--- src/rtl/fir_decim_out.sv ---
// FIR output conditioning: round, saturate, decimate and buffer filter results
// in a first-word-fall-through FIFO with sticky saturation/overflow flags.
module fir_decim_out #(
    parameter int SHIFT = 15,
    parameter int OUT_W = 16,
    parameter int DECIM = 4,
    parameter int DEPTH = 8
) (
    input  logic                       clk,
    input  logic                       reset,
    input  logic                       in_valid,
    input  logic signed [31:0]         in_data,
    input  logic                       clear_flags,
    output logic                       m_valid,
    input  logic                       m_ready,
    output logic signed [OUT_W-1:0]    m_data,
    output logic [$clog2(DEPTH):0]     level,
    output logic                       sat_flag,
    output logic                       ovf_flag
);

    localparam int AW = $clog2(DEPTH);
    localparam int LW = AW + 1;
    localparam int PW = (DECIM > 1) ? $clog2(DECIM) : 1;

    localparam logic signed [32:0] ROUND_V = 33'sd1 <<< (SHIFT - 1);
    localparam logic signed [32:0] MAX_V   = (33'sd1 <<< (OUT_W - 1)) - 33'sd1;
    localparam logic signed [32:0] MIN_V   = -(33'sd1 <<< (OUT_W - 1));

    logic signed [32:0]      ext_s;
    logic signed [32:0]      rnd_s;
    logic signed [32:0]      shf_s;
    logic signed [OUT_W-1:0] sat_val_s;
    logic                    sat_s;
    logic                    keep_s;

    logic [PW-1:0]           phase_r;
    logic signed [OUT_W-1:0] s1_data_r;
    logic                    s1_keep_r;
    logic                    s1_sat_r;

    logic signed [OUT_W-1:0] mem_r [DEPTH];
    logic [AW-1:0]           wr_ptr_r;
    logic [AW-1:0]           rd_ptr_r;
    logic [LW-1:0]           level_r;
    logic                    sat_flag_r;
    logic                    ovf_flag_r;

    logic                    full_s;
    logic                    pop_s;
    logic                    do_write_s;
    logic                    drop_s;

    // Round half toward +inf, then clamp into the signed output range.
    always_comb begin
        ext_s  = {in_data[31], in_data};
        rnd_s  = ext_s + ROUND_V;
        shf_s  = rnd_s >>> SHIFT;
        keep_s = in_valid && (phase_r == '0);
        if (shf_s > MAX_V) begin
            sat_val_s = MAX_V[OUT_W-1:0];
            sat_s     = 1'b1;
        end else if (shf_s < MIN_V) begin
            sat_val_s = MIN_V[OUT_W-1:0];
            sat_s     = 1'b1;
        end else begin
            sat_val_s = shf_s[OUT_W-1:0];
            sat_s     = 1'b0;
        end
    end

    // Decimation phase and stage-1 pipeline register.
    always_ff @(posedge clk or posedge reset) begin
        if (reset) begin
            phase_r   <= '0;
            s1_data_r <= '0;
            s1_keep_r <= 1'b0;
            s1_sat_r  <= 1'b0;
        end else begin
            if (in_valid) begin
                if (phase_r == PW'(DECIM - 1)) begin
                    phase_r <= '0;
                end else begin
                    phase_r <= phase_r + PW'(1);
                end
            end
            s1_data_r <= sat_val_s;
            s1_keep_r <= keep_s;
            s1_sat_r  <= sat_s;
        end
    end

    // FIFO handshake decode: a full FIFO still accepts a write when it pops.
    always_comb begin
        full_s     = (level_r == LW'(DEPTH));
        pop_s      = (level_r != '0) && m_ready;
        do_write_s = s1_keep_r && (!full_s || pop_s);
        drop_s     = s1_keep_r && full_s && !pop_s;
    end

    // FIFO storage; contents need no reset because level gates visibility.
    always_ff @(posedge clk) begin
        if (do_write_s) begin
            mem_r[wr_ptr_r] <= s1_data_r;
        end
    end

    // FIFO pointers and occupancy; pointers wrap naturally modulo DEPTH.
    always_ff @(posedge clk or posedge reset) begin
        if (reset) begin
            wr_ptr_r <= '0;
            rd_ptr_r <= '0;
            level_r  <= '0;
        end else begin
            if (do_write_s) begin
                wr_ptr_r <= wr_ptr_r + AW'(1);
            end
            if (pop_s) begin
                rd_ptr_r <= rd_ptr_r + AW'(1);
            end
            case ({do_write_s, pop_s})
                2'b10:   level_r <= level_r + LW'(1);
                2'b01:   level_r <= level_r - LW'(1);
                default: level_r <= level_r;
            endcase
        end
    end

    // Sticky flags; a set in the same cycle as a clear takes priority.
    always_ff @(posedge clk or posedge reset) begin
        if (reset) begin
            sat_flag_r <= 1'b0;
            ovf_flag_r <= 1'b0;
        end else begin
            if (s1_keep_r && s1_sat_r) begin
                sat_flag_r <= 1'b1;
            end else if (clear_flags) begin
                sat_flag_r <= 1'b0;
            end else begin
                sat_flag_r <= sat_flag_r;
            end
            if (drop_s) begin
                ovf_flag_r <= 1'b1;
            end else if (clear_flags) begin
                ovf_flag_r <= 1'b0;
            end else begin
                ovf_flag_r <= ovf_flag_r;
            end
        end
    end

    // Output view of the FIFO head, forced to zero while empty.
    always_comb begin
        m_valid  = (level_r != '0);
        level    = level_r;
        sat_flag = sat_flag_r;
        ovf_flag = ovf_flag_r;
        if (level_r != '0) begin
            m_data = mem_r[rd_ptr_r];
        end else begin
            m_data = '0;
        end
    end

endmodule
--- config.mk ---
export PLATFORM = sky130hd
export DESIGN_NAME = fir_decim_out
export DESIGN_NICKNAME = d
export VERILOG_FILES = /design/src/rtl/fir_decim_out.sv
export SDC_FILE = /design/constraint.sdc
export NUM_CORES = 1
export LEC_CHECK = 0
export ABC_AREA = 0
export ABC_CLOCK_PERIOD_IN_PS = 6050
export BUFFER_PORTS_ARGS = -buffer_cell sky130_fd_sc_hd__buf_2
export CORE_MARGIN = 2
export CORE_UTILIZATION = 64
export DETAILED_ROUTE_END_ITERATION = 8
export PLACE_DENSITY = 0.85
export REMOVE_ABC_BUFFERS = 1
export SLEW_MARGIN = 20
export SYNTH_ARGS = -nofsm -noshare
export SYNTH_HDL_FRONTEND = slang
export SYNTH_SLANG_ARGS = --single-unit
--- constraint.sdc ---
create_clock -name clk -period 6.05 [get_ports clk]
set_input_delay 0.605 -clock clk [delete_from_list [all_inputs] [get_ports clk]]
set_output_delay 0.605 -clock clk [all_outputs]
set_load 0.02 [all_outputs]
# == Word-level counts from Yosys, hierarchy flattened ==
# Memory sizes are Yosys's and may differ from the RTL's.
# Index checks and enable logic that the tools add are counted.
# op_classes
n_addsub,6
n_lt_le_gt_ge,2
n_eq_ne,4
n_mux,12
n_reduce_logical,14
# ops
operator,n
two-way mux 16 bit,3
"adder 32 x 16 -> 33 bit, second input constant",1
"> comparator 18 x 16 -> 1 bit, second input constant",1
"< comparator 18 x 16 -> 1 bit, second input constant",1
case mux 4 bit (2 select lines),1
two-way mux 1 bit,7
"adder 3 x 1 -> 3 bit, second input constant",2
logical AND 1 bit,6
nonzero test 2 bit,3
"adder 4 x 1 -> 4 bit, second input constant",1
"equality test 2 bit, second input constant",2
"equality test 4 bit, second input constant",1
nonzero test 4 bit,1
"subtractor 4 x 1 -> 4 bit, second input constant",1
"adder 2 x 1 -> 2 bit, second input constant",1
"equality test 2 x 1 -> 1 bit, second input constant",1
zero test 1 bit,2
zero test 2 bit,1
two-way mux 2 bit,1
logical OR 1 bit,1
# word_totals
reg_bits,32
ramBits,128
wordCells,48
memories,1
# mem_list
name,words,word_bits,rd,rd_clocked_by_memory_dff,write_ports,line,text
mem_r,8,16,1,0,1,42,logic signed [OUT_W-1:0] mem_r [DEPTH];

# == Depth between registers and ports, before layout ==
# depth
ltp_word,6
ltp_mapped,11
ltp_nobuf,11

# == Worst setup path before layout ==
# No wires, ideal clock.
# synth_timing
path_kind,register -> register
startpoint,"reg level_r[2], in the netlist level[2]"
endpoint,"reg level_r[3], in the netlist level[3]"
t_arrival_ns,2.608
t_required_ns,5.916
slack_ns,3.308
path_stages_with_launch,12
n_path_buf,0
synth_period_minus_slack_ns,2.742
path_cell_list,dfrtp_1 > nor4_2 > inv_1 > nand2_1 > inv_1 > ha_1 > ha_1 > a21o_1 > a21oi_1 > xnor2_1 > nor2_1 > xor2_1
# synth_between
elab_chain_len,6
# synth_lines
element,line,text
"start, declared",45,logic [LW-1:0] level_r;
"start signal, assigned",122,2'b10: level_r <= level_r + LW'(1);
"start signal, assigned",123,2'b01: level_r <= level_r - LW'(1);
"start signal, assigned",124,default: level_r <= level_r;
nonzero test 4 bit (*),--,
named net m_valid,14,"output logic m_valid,"
logical AND 1 bit (*),96,pop_s = (level_r != '0) && m_ready;
logical OR 1 bit,97,do_write_s = s1_keep_r && (!full_s || pop_s);
logical AND 1 bit,97,
equality test 2 x 1 -> 1 bit or equality test 2 bit (tied branches),121,"case ({do_write_s, pop_s})"
case mux 4 bit (2 select lines) or nonzero test 2 bit (tied branches),--,
# Mark *: on every way through the listed nets, which the timed path passes. The rest lies on a longest branch.
# A chain may end at the register's enable or synchronous reset.

# == Worst setup path after layout ==
# layout_timing
startpoint,reg rd_ptr_r[0]
endpoint,out m_data[7]
# layout_between
elab_chain_len,2
# layout_lines
element,line,text
"start, declared",44,logic [AW-1:0] rd_ptr_r;
"start signal, assigned",119,rd_ptr_r <= rd_ptr_r + AW'(1);
memory (8 x 16 bit),--,
two-way mux 16 bit,158,if (level_r != '0) begin
"end, declared",16,"output logic signed [OUT_W-1:0] m_data,"
# Every way passes these cells.

==> summary.md <==
Clock tree
* 0 — hold_buf cts
* 0.52 ns — clock latency reported for the late side of the worst-skew pair
* 0 — buffers inserted during post-CTS setup optimization
* sky130_fd_sc_hd__clkbuf_8 — Root Buffer Master
* 160 — clock sink total
* 0 — number of gates given a new drive strength after cts
* 17 — CTS Buf Count
* 0.07 ns — Clock Pin Slew Worst Setup and Hold Paths
* built — CTS tree
* 4 — H-tree lvl count
* 2 — Bufs on Longest Clock Path

Power
* 3.54 mW — total power consumption of the routed design
* 2.81 nW — cell leakage power
* 319 µV — worst vdd rail ir drop
* 449 mW/mm² — power density cells

Layout
* 15.0% — area growth from synthesis to layout
* 630 — post-route non-filler standard cell count
* 0 — Antenna Cells
* 26.9% — fraction of final layout cells with drive strength greater than 1
* 527 — Total Nets Final

Placed design
* 45 — input/output buffers
* 8500 µm — final HPWL from detailed placement
* 2.79 ns — worst slack after detailed placement
* 0.823 — Placer Congestion
* 597 — Placed Cells

Yosys
* 56.2% — fraction of post-synthesis cell area in the top cell type by area
* 20.0% — proportion of register bits with asynchronous set or reset after synthesis
* 0.00684 mm² — post-synthesis instance area
* 0 — synth warn
* 56 — Distinct cells, synth
* 160 — Synth Register Bits
* 16.2 µm² — Mean Syn Cell Area
* sky130_fd_sc_hd__edfxtp_1 — top-count cell post-synth
* sky130_fd_sc_hd__edfxtp_1 — top_reg_cell synth
* 67.9% — proportion of synthesized chip area in sequential cells
* 128 — Post-synth EDFFs
* sky130_fd_sc_hd__edfxtp_1, sky130_fd_sc_hd__dfrtp_1, sky130_fd_sc_hd__mux4_2 — largest cells by area after synthesis
* 423 — Gate Count Post-Synth
* sky130_fd_sc_hd__edfxtp_1 — leading area contributor after synthesis
* sky130_fd_sc_hd__edfxtp_1, sky130_fd_sc_hd__nor2_1, sky130_fd_sc_hd__dfrtp_1, sky130_fd_sc_hd__mux4_2, sky130_fd_sc_hd__nand2_1 — most numerous cell types in the synthesized netlist

Critical path
* 34 — largest driver fanout on the critical path
* 0.58 ns — largest stage delay on the critical path
* 5.44 ns — Req. time, crit path
* 2.49 ns — data arrival time at the worst-slack endpoint
* multiplexers — cell family contributing the most delay on the critical path
* rd_ptr_r[0]$_DFFE_PP0N_ — critical path startpoint
* level[2]$_DFFE_PP0P_ — R2R Path Start
* flip-flop to output pin — type of the setup path with the least slack
* output pin — Worst setup EP type
* buf_4, mux4_2, mux2i_1, nor2_1, buf_2 — Cell Chain, Critical Path
* flip-flop — critical path startpoint category
* 2 — total buffers and inverters traversed by the critical path
* sky130_fd_sc_hd__mux4_2 — crit path max-delay cell type

GRT
* 22100 µm — first-pass GRT wire length
* 0 — overflow left after global routing
* 26.7% — Total Routing Usage GR
* 4001 — vias in the first global route
* 35 — largest net degree at the start of global routing
* 0 — number of antenna violations at the first check in global routing

Status
* finished, final reports clean — status

Floorplan
* 0.0115 mm² — Die Footprint
* 66.0% — initial standard-cell utilization of the core
* 0.0104 mm² — placeable core region
* 37 — number of placement rows
* 107 µm — chip width
* 107 µm — DIE HEIGHT
* 60 — I/O pins

Timing
* 1.12 ns — slew at the pin closest to its max-slew limit
* false — unrepaired setup endpoints after global routing
* 0 ns — setup_tns
* 3.09 ns — crit path time final
* 0 — Max Slew Vio Count
* 0 — Final Setup Violations
* 0.00919 ns — Setup Skew
* 0 — number of failing hold endpoints at the final stage
* 323 MHz — f_max
* 51.1% — Period Utilization, post-route
* 0.170 ns — final hold slack
* 25.5% — Max transition margin
* 2.96 ns — PnR worst setup slack

Detailed routing
* 3982 — Vias
* 22.1 µm — wire length per cell
* 0 — Routed Antenna Nets
* 5 — detailed-router iteration count before antenna repair
* 13900 µm — sum of routed wire length over all layers
* 487 — violation count after the first detailed-routing iteration
* 6.32 — ratio of routed vias to standard cells
* 0 — drc violations

Min path
* input pin to asynchronous set/reset pin — worst min path class

Job
* 0 — MaxCap Viol Count

worst reg2reg max path: cells and delay by family (launching register included):
family / cells / cell delay, ns
AO/OA/AOI/OAI: 2 / 0.37
XOR/XNOR: 2 / 0.30
adder cells (fa/ha/maj): 2 / 0.50
buffers and inverters: 2 / 0.21
flip-flops: 1 / 0.46
AND/OR/NAND/NOR: 3 / 0.83
layout by cell type, fill, tap and decap left out, types with 5 or more instances in the layout:
cell type and n:
sky130_fd_sc_hd__buf_2 45, sky130_fd_sc_hd__buf_4 8, sky130_fd_sc_hd__clkbuf_16 16, sky130_fd_sc_hd__dfrtp_1 30
sky130_fd_sc_hd__edfxtp_1 128, sky130_fd_sc_hd__ha_1 8, sky130_fd_sc_hd__inv_1 16, sky130_fd_sc_hd__mux2i_1 17
sky130_fd_sc_hd__mux4_2 32, sky130_fd_sc_hd__nand2_1 23, sky130_fd_sc_hd__nand3_1 9, sky130_fd_sc_hd__nand4_1 7
sky130_fd_sc_hd__nor2_1 34, sky130_fd_sc_hd__o21ai_0 15, sky130_fd_sc_hd__o21ai_1 5, sky130_fd_sc_hd__xnor2_1 14
sky130_fd_sc_hd__xor2_1 5
state kept, by name (all words and copies together) (netlist names):
| signal | count |
|---|---|
| wr_ptr_r | 3 |
| level | 4 |
| rd_ptr_r | 3 |
| phase_r | 2 |
| mem_r | 128 |
| ovf_flag | 1 |
| s1_data_r | 16 |
| s1_sat_r | 1 |
| s1_keep_r | 1 |
| sat_flag | 1 |
cell type report:
| class | instances | area (µm²) |
|---|---|---|
| well taps | 136 | 170 |
| multi-input cells | 231 | 2100 |
| inverters | 17 | 63.8 |
| clock buffers | 21 | 459 |
| fillers | 605 | 2500 |
| flip-flops and latches | 160 | 4650 |
| clock inverters | 11 | 131 |
| repair buffers | 54 | 297 |
per-layer routing:
metal | global-route usage [%] | part of all wire, % | vias to the layer above
li1 | - | - | 1766
met1 | 36.7 | 40 | 1980
met2 | 41.8 | 50 | 209
met3 | 6.17 | 7.7 | 27
met4 | 11.4 | 2.3 | 0
met5 | 0 | 0 | -
metrics by stage:
step                      cell area, µm²  utilization (%)
after floorplan                     6780                -
after global placement              7270             70.1
after detailed placement            7270             70.1
after CTS                           7860             75.8
after global routing                7870             75.9
final                               7870             75.9
power breakdown:
group          internal [mW]  switching [mW]
Sequential              1.32           0.174
Clock                  0.623           0.424
Combinational          0.459           0.535
Total                   2.41            1.13
kinds of logic after synthesis:
family          synth area share (%)
buf+inv                         1.85
simple gates                    8.35
mux                             13.2
xor+xnor                        2.43
compound gates                  4.57
flops                           67.9
fa+ha+maj                       1.76
final timing paths:
path / end / slack, ns / cells after the start
max in group asynchronous: rd_ptr_r[1]$_DFFE_PP0N_ / 5.55 / 3
hold / removal: wr_ptr_r[1]$_DFFE_PP0P_ / 0.17 / 3
setup / recovery: m_data[7] / 2.96 / 5
hold reg to reg: sat_flag$_DFFE_PP0P_ / 0.49 / 2
min in group clk: ovf_flag$_DFFE_PP0P_ / 0.31 / 2
setup reg to reg: level[3]$_DFFE_PP0P_ / 3.28 / 11
(Power assumes the default switching activity.)
